==> src/rtl/us_cmd_pkg.sv <==
// Shared types, command-word bit layout and encoder for the ultrasonic
// command transmitter.
package us_cmd_pkg;

  typedef enum logic [1:0] {
    OP_HOLD = 2'd0,
    OP_INC  = 2'd1,
    OP_DEC  = 2'd2,
    OP_RECV = 2'd3
  } op_e;

  typedef enum logic [2:0] {
    ST_OFF   = 3'd0,
    ST_WAKE  = 3'd1,
    ST_IDLE  = 3'd2,
    ST_ISSUE = 3'd3,
    ST_GAP   = 3'd4,
    ST_SHUT  = 3'd5
  } state_e;

  localparam int BIT_ON      = 0;
  localparam int BIT_OFF     = 1;
  localparam int BIT_INC     = 2;
  localparam int BIT_DEC     = 3;
  localparam int BIT_RECV    = 4;
  localparam int BIT_SEND    = 5;
  localparam int BIT_VALID   = 6;
  localparam int BIT_AMT_LSB = 7;
  localparam int CMD_W       = 15;

  typedef logic [CMD_W-1:0] cmd_t;

  localparam cmd_t IDLE_WORD = 15'h0001;
  localparam cmd_t OFF_WORD  = 15'h0002;

  typedef struct packed {
    op_e        op;
    logic [7:0] amount;
  } req_t;

  // Amount is only carried for INC/DEC; HOLD and RECV send it as zero.
  function automatic cmd_t encode_cmd(op_e op, logic [7:0] amount);
    cmd_t w;
    w            = '0;
    w[BIT_ON]    = 1'b1;
    w[BIT_VALID] = 1'b1;
    case (op)
      OP_INC: begin
        w[BIT_INC]           = 1'b1;
        w[BIT_SEND]          = 1'b1;
        w[BIT_AMT_LSB +: 8]  = amount;
      end
      OP_DEC: begin
        w[BIT_DEC]           = 1'b1;
        w[BIT_SEND]          = 1'b1;
        w[BIT_AMT_LSB +: 8]  = amount;
      end
      OP_HOLD: w[BIT_SEND] = 1'b1;
      default: w[BIT_RECV] = 1'b1;
    endcase
    return w;
  endfunction

endpackage

==> src/rtl/us_cmd_transmitter_if.sv <==
// Request channel into the command transmitter.
// A request transfers on any rising clk edge where req_valid && req_ready;
// req_op/req_amount must stay stable while req_valid is high and req_ready is low.
interface us_cmd_transmitter_if;
  import us_cmd_pkg::*;

  logic       req_valid;
  logic       req_ready;
  op_e        req_op;
  logic [7:0] req_amount;

  modport master (output req_valid, output req_op, output req_amount, input req_ready);
  modport slave  (input req_valid, input req_op, input req_amount, output req_ready);
endinterface

==> src/rtl/us_cmd_fifo.sv <==
// Synchronous request FIFO (power-of-2 depth) with full/empty flags.
// A push into a full FIFO is accepted when a pop happens in the same cycle.
module us_cmd_fifo #(
  parameter int DEPTH = 4,
  parameter int W     = 10
) (
  input  logic         clk,
  input  logic         rst_n,
  input  logic         push,
  input  logic         pop,
  input  logic [W-1:0] wdata,
  output logic [W-1:0] rdata,
  output logic         full,
  output logic         empty
);
  localparam int AW = $clog2(DEPTH);

  logic [W-1:0] mem [DEPTH];
  logic [AW:0]  wr_q, rd_q;
  logic         do_push, do_pop;

  assign do_push = push && (!full || pop);
  assign do_pop  = pop && !empty;

  always_ff @(posedge clk or negedge rst_n) begin
    if (!rst_n) begin
      wr_q <= '0;
      rd_q <= '0;
    end else begin
      if (do_push) wr_q <= wr_q + 1'b1;
      if (do_pop)  rd_q <= rd_q + 1'b1;
    end
  end

  always_ff @(posedge clk) begin
    if (do_push) mem[wr_q[AW-1:0]] <= wdata;
  end

  assign rdata = mem[rd_q[AW-1:0]];
  assign empty = (wr_q == rd_q);
  // Extra pointer bit distinguishes full from empty when the indices match.
  assign full  = (wr_q[AW] != rd_q[AW]) && (wr_q[AW-1:0] == rd_q[AW-1:0]);

endmodule

==> src/rtl/us_cmd_transmitter.sv <==
// Host-side ultrasonic command transmitter: buffers requests, encodes and holds
// command words, tracks outstanding send-orders. US_TX_STATS_EN adds stat counters.
module us_cmd_transmitter
  import us_cmd_pkg::*;
#(
  parameter int DATA_WIDTH  = 15,
  parameter int FIFO_DEPTH  = 4,
  parameter int HOLD_CYCLES = 2,
  parameter int MAX_ORDERS  = 5,
  parameter int SETTLE      = 4
) (
  input  logic                  clk,
  input  logic                  rst_n,
  input  logic                  en,
  us_cmd_transmitter_if.slave   req,
  input  logic                  no_order,
  output logic [DATA_WIDTH-1:0] received_data,
  output logic                  busy,
  output logic [2:0]            outstanding,
  output logic                  drop_err,
  output state_e                dbg_state
`ifdef US_TX_STATS_EN
  ,
  output logic [15:0]           stat_sent,
  output logic [15:0]           stat_drop,
  output logic [15:0]           stat_stall
`endif
);
  localparam int HW = (HOLD_CYCLES > 1) ? $clog2(HOLD_CYCLES) : 1;
  localparam int SW = $clog2(SETTLE + 1);

  state_e          state_q, state_d;
  req_t            head;
  logic            fifo_full, fifo_empty;
  logic            pop, issue_go, send_go, below_max;
  logic [HW-1:0]   hold_q;
  logic            shut_pend_q;
  op_e             cur_op_q;
  logic [7:0]      cur_amt_q;
  logic [SW-1:0]   settle_q;
  logic [2:0]      out_q, out_d;
  cmd_t            word;

  assign req.req_ready = !fifo_full && rst_n;

  us_cmd_fifo #(.DEPTH(FIFO_DEPTH), .W($bits(req_t))) u_fifo (
    .clk   (clk),
    .rst_n (rst_n),
    .push  (req.req_valid && req.req_ready),
    .pop   (pop),
    .wdata ({req.req_op, req.req_amount}),
    .rdata (head),
    .full  (fifo_full),
    .empty (fifo_empty)
  );

  assign below_max = (out_q < 3'(MAX_ORDERS));
  assign send_go   = issue_go && (head.op != OP_RECV);

  always_comb begin
    state_d  = state_q;
    pop      = 1'b0;
    issue_go = 1'b0;
    drop_err = 1'b0;
    case (state_q)
      ST_OFF:  if (en) state_d = ST_WAKE;
      ST_WAKE: state_d = ST_IDLE;
      ST_IDLE: begin
        if (!en) begin
          state_d = ST_SHUT;
        end else if (!fifo_empty) begin
          if (head.op == OP_RECV) begin
            pop = 1'b1;
            if (out_q != 3'd0) begin
              issue_go = 1'b1;
              state_d  = ST_ISSUE;
            end else begin
              drop_err = 1'b1;
            end
          end else if (below_max) begin
            pop      = 1'b1;
            issue_go = 1'b1;
            state_d  = ST_ISSUE;
          end
        end
      end
      // A shutdown request during the hold is remembered and honoured afterwards.
      ST_ISSUE: if (hold_q == HW'(HOLD_CYCLES - 1))
                  state_d = (shut_pend_q || !en) ? ST_SHUT : ST_GAP;
      ST_GAP:  state_d = ST_IDLE;
      ST_SHUT: state_d = ST_OFF;
      default: state_d = ST_OFF;
    endcase
  end

  // Increment wins over a same-cycle clear; OFF pins the count at zero.
  always_comb begin
    out_d = out_q;
    if (no_order && (settle_q >= SW'(SETTLE))) out_d = '0;
    if (send_go && (out_d != 3'(MAX_ORDERS)))  out_d = out_d + 3'd1;
    if (state_d == ST_OFF)                     out_d = '0;
  end

  always_ff @(posedge clk or negedge rst_n) begin
    if (!rst_n) begin
      state_q     <= ST_OFF;
      hold_q      <= '0;
      shut_pend_q <= 1'b0;
      cur_op_q    <= OP_HOLD;
      cur_amt_q   <= '0;
      settle_q    <= '0;
      out_q       <= '0;
    end else begin
      state_q     <= state_d;
      hold_q      <= (state_q == ST_ISSUE && state_d == ST_ISSUE) ? hold_q + 1'b1 : '0;
      shut_pend_q <= (state_q == ST_ISSUE) && (shut_pend_q || !en);
      if (issue_go) begin
        cur_op_q  <= head.op;
        cur_amt_q <= head.amount;
      end
      if (send_go)                       settle_q <= '0;
      else if (settle_q != SW'(SETTLE))  settle_q <= settle_q + 1'b1;
      out_q       <= out_d;
    end
  end

  always_comb begin
    word = '0;
    case (state_q)
      ST_WAKE, ST_IDLE, ST_GAP: word = IDLE_WORD;
      ST_ISSUE:                 word = encode_cmd(cur_op_q, cur_amt_q);
      ST_SHUT:                  word = OFF_WORD;
      default:                  word = '0;
    endcase
    received_data            = '0;
    received_data[CMD_W-1:0] = word;
  end

  assign busy        = !(state_q == ST_OFF || state_q == ST_IDLE) || !fifo_empty;
  assign outstanding = out_q;
  assign dbg_state   = state_q;

`ifdef US_TX_STATS_EN
  logic stall_cyc;
  assign stall_cyc = (state_q == ST_IDLE) && en && !fifo_empty &&
                     (head.op != OP_RECV) && !below_max;

  always_ff @(posedge clk or negedge rst_n) begin
    if (!rst_n) begin
      stat_sent  <= '0;
      stat_drop  <= '0;
      stat_stall <= '0;
    end else begin
      if (issue_go  && stat_sent  != 16'hFFFF) stat_sent  <= stat_sent  + 16'd1;
      if (drop_err  && stat_drop  != 16'hFFFF) stat_drop  <= stat_drop  + 16'd1;
      if (stall_cyc && stat_stall != 16'hFFFF) stat_stall <= stat_stall + 16'd1;
    end
  end
`endif

endmodule

==> src/flat_wrapper.sv <==
// flat-port wrapper written by rule: the top's interface ports become plain ports
module us_cmd_transmitter_flat import us_cmd_pkg::*;
#(
  parameter int DATA_WIDTH  = 15,
  parameter int FIFO_DEPTH  = 4,
  parameter int HOLD_CYCLES = 2,
  parameter int MAX_ORDERS  = 5,
  parameter int SETTLE      = 4
)
  (clk, rst_n, en, no_order, received_data, busy, outstanding, drop_err, dbg_state, req_req_valid, req_req_op, req_req_amount, req_req_ready);
  us_cmd_transmitter_if req_i ();
  input  logic clk;
  input  logic rst_n;
  input  logic en;
  input  logic no_order;
  output logic [DATA_WIDTH-1:0] received_data;
  output logic busy;
  output logic [2:0] outstanding;
  output logic drop_err;
  output state_e dbg_state;
  input wire logic [$bits(req_i.req_valid)-1:0] req_req_valid;
  input wire logic [$bits(req_i.req_op)-1:0] req_req_op;
  input wire logic [$bits(req_i.req_amount)-1:0] req_req_amount;
  output wire logic [$bits(req_i.req_ready)-1:0] req_req_ready;
  assign req_i.req_valid = req_req_valid;
  assign req_i.req_op = req_req_op;
  assign req_i.req_amount = req_req_amount;
  assign req_req_ready = req_i.req_ready;
  us_cmd_transmitter #(.DATA_WIDTH(DATA_WIDTH), .FIFO_DEPTH(FIFO_DEPTH), .HOLD_CYCLES(HOLD_CYCLES), .MAX_ORDERS(MAX_ORDERS), .SETTLE(SETTLE)) u_core (.clk(clk), .rst_n(rst_n), .en(en), .req(req_i), .no_order(no_order), .received_data(received_data), .busy(busy), .outstanding(outstanding), .drop_err(drop_err), .dbg_state(dbg_state));
endmodule
==> config.mk <==
export PLATFORM = sky130hd
export DESIGN_NAME = us_cmd_transmitter_flat
export DESIGN_NICKNAME = d
export VERILOG_FILES = /design/src/rtl/us_cmd_pkg.sv /design/src/rtl/us_cmd_transmitter_if.sv /design/src/rtl/us_cmd_fifo.sv /design/src/rtl/us_cmd_transmitter.sv /design/src/flat_wrapper.sv
export SDC_FILE = /design/constraint.sdc
export NUM_CORES = 1
export LEC_CHECK = 0
export BUFFER_PORTS_ARGS = -buffer_cell sky130_fd_sc_hd__clkbuf_2
export CORE_MARGIN = 1.5
export CORE_UTILIZATION = 57
export DETAILED_ROUTE_END_ITERATION = 8
export PLACE_DENSITY_LB_ADDON = 0.15
export SLEW_MARGIN = 20
export SYNTH_ARGS = -nofsm -noshare
export SYNTH_HDL_FRONTEND = slang
export SYNTH_SLANG_ARGS = --single-unit
==> constraint.sdc <==
create_clock -name clk -period 2.7 [get_ports clk]
set_input_delay 0.27 -clock clk [delete_from_list [all_inputs] [get_ports clk]]
set_output_delay 0.27 -clock clk [all_outputs]
set_load 0.01 [all_outputs]
==> results.md, run 1 <==
- The first-pass GRT wire length is 8740 um.
- The via count of the first global-routing pass is 1783.
- The relative area change from synthesis to final layout is 15.6%.
- After synthesis, the largest area contributor takes up 39.5% of total cell area.
- In the final layout, the multi-input gates occupy 1080 sq um.
- The net count after synthesis is 236.
- The max-slew violation total from the final report is 0.
- STA classifies the critical path startpoint as a flip-flop.
- The total number of vias is 1792.
- The filler cells instantiated in the layout total 403.
- The reported leakage power is 1.52 nW.
- For this run, the register share of the synthesized area comes to 61.7%.
- After synthesis, the cell types taking the most area are sky130_fd_sc_hd__edfxtp_1, sky130_fd_sc_hd__dfrtp_1, sky130_fd_sc_hd__mux4_2, sky130_fd_sc_hd__ha_1, sky130_fd_sc_hd__mux2_4.
- After detailed routing, the average wire length per cell comes to 15.9 um.
- The deepest level of the CTS H-tree is 3.
- The count of pins on the block boundary is 39.
- Timing would allow up to 0.408 GHz.
- For flop-to-flop paths, the worst setup slack is 0.35 ns.
- The later-pin clock latency in the skew report is 0.35 ns.
- The clock-pin slew reported for the worst setup and hold paths after clock tree synthesis is 0.08 ns.
- The number of antenna diodes is 0.
- The buffer depth of the longest clock path is 2.
- The count of antenna-violating nets left after detailed routing is 0.
- The power density relative to cell area is 1090 nW/um^2.
- The clock drives 67 sinks.
- The combined global-route utilization of all metal layers is 20.3%.
- The number of antenna violations at the first check in global routing is 0.
- The time the worst path needs with I/O delays and setup is 2.45 ns.
- The maximum number of pins on one net before global-route repair is 28.
- The area of the core is 5140 sq um.
- After the first detailed-routing iteration, the DRC count stood at 160.
- Synthesis produced 209 cells.
- The number of endpoints failing setup at the final stage is 0.
- The count of final hold-check violations is 0.
- Along the worst path, the maximum fanout reaches 10.
- Cells with a size suffix above 1 make up 30.7% of the layout.
- The worst max-slew margin expressed relative to the limit is 61.7%.
- The number of rows created at floorplan is 26.
- The startpoint of the tightest hold check path is req_req_amount[2].
- Setup repair after global routing left no endpoint under its margin.
- The detailed-route vias per instance is 5.41.
- For the pin with the worst max-slew slack, the measured transition is 0.574 ns.
- The first TritonRoute pass finished after 4 iterations.
- For hold timing, the worst endpoint is u_core.u_fifo.mem[1][2]$_DFFE_PP_.
- The final RePlAce weighted congestion is 0.822.
- Yosys mapped the design onto 39 distinct sky130hd cell types.
- The endpoint kind of the worst setup timing path is a primary output.
- The vertical extent of the die is 76.1 um.
- The final period utilization is 90.8%.
- Between clock sinks in the finished design, the worst skew comes to 0.0103 ns.
- The flip-flop cell with the highest count after synthesis is sky130_fd_sc_hd__edfxtp_1.
- The min-delay analysis places its worst path in the category in -> reg.
- Summed over all instances, the cell type with the most area after synthesis is sky130_fd_sc_hd__edfxtp_1.
- Dividing the synthesized area by the synthesized cell count gives 14.6 sq um.
- The run finished with clean final reports.
- For the worst setup path, the data arrival time is 2.18 ns.
- The synthesized design contains 40 enable-type register cells.
- The die area is 5790 sq um.
- Counting instances, the worst hold path has a depth of 1.
- The initial utilization of the core area, before any placement, comes to 59.2%.
- The smallest setup slack after layout is 0.248 ns.
- The worst-case reg-to-reg path depth is 4.
- In the routed design, unresolved DRC markers number 0.
- For the worst setup path, the data required time is 2.43 ns.
- The number of maximum-capacitance constraint violations is 0.
- The area taken by flip-flops and latches is 1880 sq um.
- The number of warnings printed during yosys synthesis is 0.
- The half-perimeter wire length of the detailed placement result is 3760 um.
- Input and output buffers added on the ports amount to 38.
- The startpoint identified for the worst register-to-register timing path is u_core.u_fifo.rd_q[0]$_DFFE_PN0P_.
- The pre-CTS setup slack is 0.371 ns.
- The net total in the final layout is 283.
- After detailed routing, the total wire length is 5270 um.
- After synthesis the cells add up to 3040 sq um.
- The endpoint of the lowest-slack register-to-register path is u_core.cur_amt_q[0]$_DFFE_PN0N_.
- The total overflow reported by the global router is 0.
- The setup TNS is 0 ns.
- The synthesized design contains 67 register bits.
- Gates resized during post-CTS repair numbered 0.
- The class of the most critical setup path is reg -> out.
- The worst-case IR drop observed on VDD is 734 uV.
- In this run the horizontal extent of the chip is 76.1 um.
- The async set-or-reset flop fraction in the synthesized netlist is 40.3%.
- In this run the clock root is driven by a sky130_fd_sc_hd__clkbuf_8.
- The clock tree from TritonCTS is built.
- Clock tree synthesis inserted a total of 9 buffers.
-- registers in the layout (all words and copies together) (netlist names) --
register and cells:
u_core.dbg_state 3, u_core.u_fifo.rd_q 3, u_core.u_fifo.mem 40, u_core.cur_op_q 2
u_core.settle_q 3, u_core.cur_amt_q 8, u_core.outstanding 3, u_core.hold_q 1
u_core.u_fifo.wr_q 3, u_core.shut_pend_q 1
-- how the worst max path moves through the flow --
stage                                      startpoint                                 to  slack (ns)
finish                  u_core.dbg_state[2]$_DFF_PN0_                  received_data[11]        0.25
global route            u_core.dbg_state[1]$_DFF_PN0_                   received_data[9]        0.03
CTS                     u_core.dbg_state[2]$_DFF_PN0_                  received_data[11]        0.20
detailed placement  u_core.u_fifo.rd_q[0]$_DFFE_PN0P_    u_core.cur_amt_q[7]$_DFFE_PN0N_        0.37
global placement    u_core.u_fifo.rd_q[0]$_DFFE_PN0P_    u_core.cur_amt_q[5]$_DFFE_PN0N_        0.42
floorplan           u_core.u_fifo.rd_q[0]$_DFFE_PN0P_  u_core.u_fifo.mem[3][0]$_DFFE_PP_        0.72
-- cells in the final DEF, fill, tap and decap left out, types with 6 or more instances in the layout --
cell and n:
sky130_fd_sc_hd__and2_1 9, sky130_fd_sc_hd__and3_1 8, sky130_fd_sc_hd__clkbuf_2 38, sky130_fd_sc_hd__clkbuf_8 9
sky130_fd_sc_hd__dfrtp_1 27, sky130_fd_sc_hd__edfxtp_1 40, sky130_fd_sc_hd__ha_1 12, sky130_fd_sc_hd__inv_1 13
sky130_fd_sc_hd__mux2_4 8, sky130_fd_sc_hd__mux4_2 10, sky130_fd_sc_hd__nand2_1 12, sky130_fd_sc_hd__nor2_1 9
sky130_fd_sc_hd__xnor2_1 6
-- synthesized netlist by cell type, types with 3 or more instances --
library cell	count
sky130_fd_sc_hd__o21ai_0	4
sky130_fd_sc_hd__mux4_2	10
sky130_fd_sc_hd__xnor2_1	6
sky130_fd_sc_hd__dfrtp_1	27
sky130_fd_sc_hd__and2_1	9
sky130_fd_sc_hd__inv_1	13
sky130_fd_sc_hd__nand3_1	5
sky130_fd_sc_hd__nor2_1	9
sky130_fd_sc_hd__mux2_4	8
sky130_fd_sc_hd__xor2_1	4
sky130_fd_sc_hd__edfxtp_1	40
sky130_fd_sc_hd__nand2_1	12
sky130_fd_sc_hd__nor3_1	3
sky130_fd_sc_hd__ha_1	12
sky130_fd_sc_hd__o22ai_1	3
sky130_fd_sc_hd__a21oi_1	5
sky130_fd_sc_hd__and3_1	8
-- power by group --
group | leakage, nW | internal, mW | total, mW | switching, mW
Clock | 0.102 | 0.442 | 0.855 | 0.414
Combinational | 0.721 | 0.688 | 1.38 | 0.688
Sequential | 0.693 | 1.36 | 1.62 | 0.264
-- what timing repair did --
item / CTS / global route
endpoints found under the hold margin: 27 / 0
buffers inserted: 0 / 0
hold buffers: 1 / 0
-- final cells by class --
class | count | share of cell area [%]
Clock buffer | 9 | 3.52
Multi-Input combinational cell | 123 | 30.6
Clock inverter | 7 | 2.38
Tap cell | 70 | 2.49
Sequential cell | 67 | 53.3
Inverter | 13 | 1.39
Timing Repair Buffer | 42 | 6.33
-- critical path: stages, from the launching register on --
cell and delay (ns):
sky130_fd_sc_hd__dfrtp_1 0.48, sky130_fd_sc_hd__nor2b_1 0.35, sky130_fd_sc_hd__nand2_1 0.19, sky130_fd_sc_hd__nor2_1 0.41, sky130_fd_sc_hd__and2_1 0.26, sky130_fd_sc_hd__clkbuf_2 0.15
-- kinds of logic after synthesis --
kind of cell	synth area share, %
muxes	12.1
AOI/OAI and AO/OA	5.59
adders and majority gates	4.93
and+or+nand+nor	9.86
DFF	61.7
xor gates and xnor gates	2.88
buffers and inverters	3.00
-- layer usage --
| metal | vias up | track usage (%) | wire [um] |
|---|---|---|---|
| met5 | - | 0 | 0 |
| met4 | 0 | 8.33 | 64 |
| met3 | 9 | 5.87 | 163 |
| met2 | 32 | 30.9 | 2540 |
| met1 | 884 | 27.6 | 2510 |
| li1 | 867 | - | - |
-- stage by stage --
| step | power (mW) | utilization [%] | area [sq um] | hold slack, ns | std cells |
|---|---|---|---|---|---|
| final | 3.85 | 68.5 | 3520 | 0.138 | 331 |
| after floorplan | 2.64 | - | 3040 | -0.0256 | 209 |
| after detailed placement | 3.03 | 64.2 | 3300 | 0.315 | 314 |
| after global routing | 4.13 | 68.5 | 3520 | 0.116 | 331 |
| after CTS | 3.89 | 68.5 | 3520 | 0.127 | 331 |
| after global placement | 3.00 | 64.2 | 3300 | 0.305 | 314 |
Note: power is estimated with default switching activity, not from simulation.
==> run 2, diff against run 1 <==
REMOVE_ABC_BUFFERS = 1   (was unset)
==> results.md, run 2 (synthesized netlist as in run 1, its figures left out) <==
- Across every metal layer, demand over resource in global routing totals 19.9%.
- The number of antenna violations at the first check in global routing is 0.
- The total number of vias is 1807.
- The root buffer cell chosen for the clock tree is sky130_fd_sc_hd__clkbuf_8.
- The via count of the first global-routing pass is 1748.
- Across the routed clock network, the largest skew measured is 0.00564 ns.
- Clock latency on the worst-skew pair, taken at its later pin, is 0.34 ns.
- The power density relative to cell area is 1120 nW/um^2.
- The data required time of the critical path is 2.43 ns.
- Once the clock tree was built, the resizer swapped 0 gates to a different size.
- The width of the die is 76.1 um.
- Dividing the detail-routed wire length by the instance count gives 15.9 um.
- The post-CTS setup buffer count is 0.
- The run finished with clean final reports.
- The maximum fanout count along the critical path is 10.
- For this design the top-level I/O count stands at 39.
- The first detailed-routing pass ran for 4 iterations.
- Setup repair after global routing left no endpoint under its margin.
- The register with the most flip-flops in the layout has 40 of them.
- The endpoint kind of the worst setup timing path is a primary output.
- At the end of the flow, the number of nets in the layout was 284.
- In the final layout, the multi-input gates occupy 1080 sq um.
- The final RePlAce weighted congestion is 0.757.
- TritonCTS built the clock tree.
- The number of endpoints failing setup at the final stage is 0.
- The final layout contains routed wiring with a total length of 5280 um.
- The count of final hold-check violations is 0.
- The maximum number of pins on one net before global-route repair is 28.
- The relative area change from synthesis to final layout is 17.0%.
- The initial DRC count is 124.
- The floorplan step defined a die boundary enclosing 5790 sq um.
- The count of input and output buffers is 38.
- Using the TritonRoute via totals, the vias-per-cell ratio works out to 5.44.
- For the final routed database, the setup TNS stands at 0 ns.
- The die is 76.1 um tall.
- For this design the static power due to leakage is 1.53 nW.
- Based on the critical path, the design can be clocked at up to 0.410 GHz.
- Once detailed placement completed, the half-perimeter wirelength came to 3590 um.
- At the pin with the least slew margin, the transition time is 0.528 ns.
- Headroom to the max-slew limit came out at 64.4%.
- The number of antenna diodes is 0.
- The deepest level of the CTS H-tree is 3.
- Of the available clock period, the critical path in the final layout requires 90.4%.
- The floorplan step defined a core boundary enclosing 5140 sq um.
- Counting the fill cells in the layout gives 371.
- Buffers inserted to repair hold after CTS numbered 1.
- The number of rows created at floorplan is 26.
- At the end of the flow the core is filled with cells to 69.3%.
- The total overflow reported by the global router is 0.
- In this run the register-to-register setup slack is 0.47 ns.
- The share of post-route cells with drive strength above 1 is 30.5%.
- The area taken by flip-flops and latches is 1880 sq um.
- The count of antenna-violating nets left after detailed routing is 0.
- The max-slew violation total from the final report was 0.
- The number of buffers added by the clock tree synthesis step is 9.
- The class of the tightest hold or removal check is in -> reg.
- For this configuration, the core starts out at a cell density of 59.2%.
- In the layout the commonest cells are sky130_fd_sc_hd__edfxtp_1, sky130_fd_sc_hd__clkbuf_2, sky130_fd_sc_hd__dfrtp_1.
- The most common cell after layout, fill and taps aside is sky130_fd_sc_hd__edfxtp_1.
- STA classifies the critical path startpoint as a flip-flop.
- The number of maximum-capacitance constraint violations is 0.
- The buffer depth of the longest clock path is 2.
- Clock-pin slew was measured on the worst setup and hold paths at 0.07 ns.
- The remaining routing DRC violations is 0.
- The setup path with the least slack is of type reg -> out.
- The arrival time of the worst setup path is 2.17 ns.
- The first-pass GRT wire length is 8560 um.
- Across the VDD grid, the largest voltage drop is 717 uV.
- The sink count of the clock tree is 67.
- The time the worst path needs with I/O delays and setup is 2.44 ns.
[run 2: area by class of cell]
class	count	area share [%]
sequential	67	52.7
inverter	13	1.37
clock buffer	10	3.58
timing repair buffer	43	6.47
multi-input combinational	123	30.2
tap	70	2.46
clock inverter	6	3.20
[run 2: critical path, cell delays in order, from the launching register on]
cell                       delay [ns]
sky130_fd_sc_hd__dfrtp_1         0.48
sky130_fd_sc_hd__nor2b_1         0.34
sky130_fd_sc_hd__nand2_1         0.19
sky130_fd_sc_hd__nor2_1          0.43
sky130_fd_sc_hd__and2_1          0.25
sky130_fd_sc_hd__clkbuf_2        0.14
[run 2: worst paths after layout]
check / start / to / cells past startpoint
max: u_core.dbg_state[2]$_DFF_PN0_ / received_data[10] / 5
max reg2reg: u_core.u_fifo.rd_q[1]$_DFFE_PN0P_ / u_core.cur_amt_q[1]$_DFFE_PN0N_ / 4
max in group asynchronous: rst_n / u_core.cur_amt_q[5]$_DFFE_PN0N_ / 3
min: req_req_amount[7] / u_core.u_fifo.mem[2][7]$_DFFE_PP_ / 1
min reg2reg: u_core.hold_q$_DFF_PN0_ / u_core.hold_q$_DFF_PN0_ / 1
min in group asynchronous: rst_n / u_core.shut_pend_q$_DFF_PN0_ / 3
[run 2: per-layer routing]
layer,wire length (um),up-vias,track usage [%]
met4,42,0,8.89
li1,-,865,-
met1,2510,883,27.3
met5,0,-,0
met2,2510,54,30.9
met3,221,5,4.19
[run 2: power by group]
| group | internal, mW | total [mW] | leakage, nW | switching, mW |
|---|---|---|---|---|
| Clock | 0.615 | 0.999 | 0.113 | 0.384 |
| Sequential | 1.36 | 1.61 | 0.693 | 0.248 |
| Combinational | 0.694 | 1.39 | 0.727 | 0.695 |
| Total | 2.67 | 3.99 | 1.53 | 1.33 |
[run 2: through the flow]
stage	instance area [sq um]	hold slack, ns	setup slack (ns)	total power, mW	cells
2_1_floorplan	3000	-0.0256	0.282	2.59	203
3_3_place_gp	3310	0.331	0.551	2.98	315
3_5_place_dp	3310	0.317	0.483	3.03	315
4_1_cts	3560	0.139	0.256	4.03	332
5_1_grt	3560	0.142	0.0705	4.26	332
6_report	3560	0.147	0.259	3.99	332
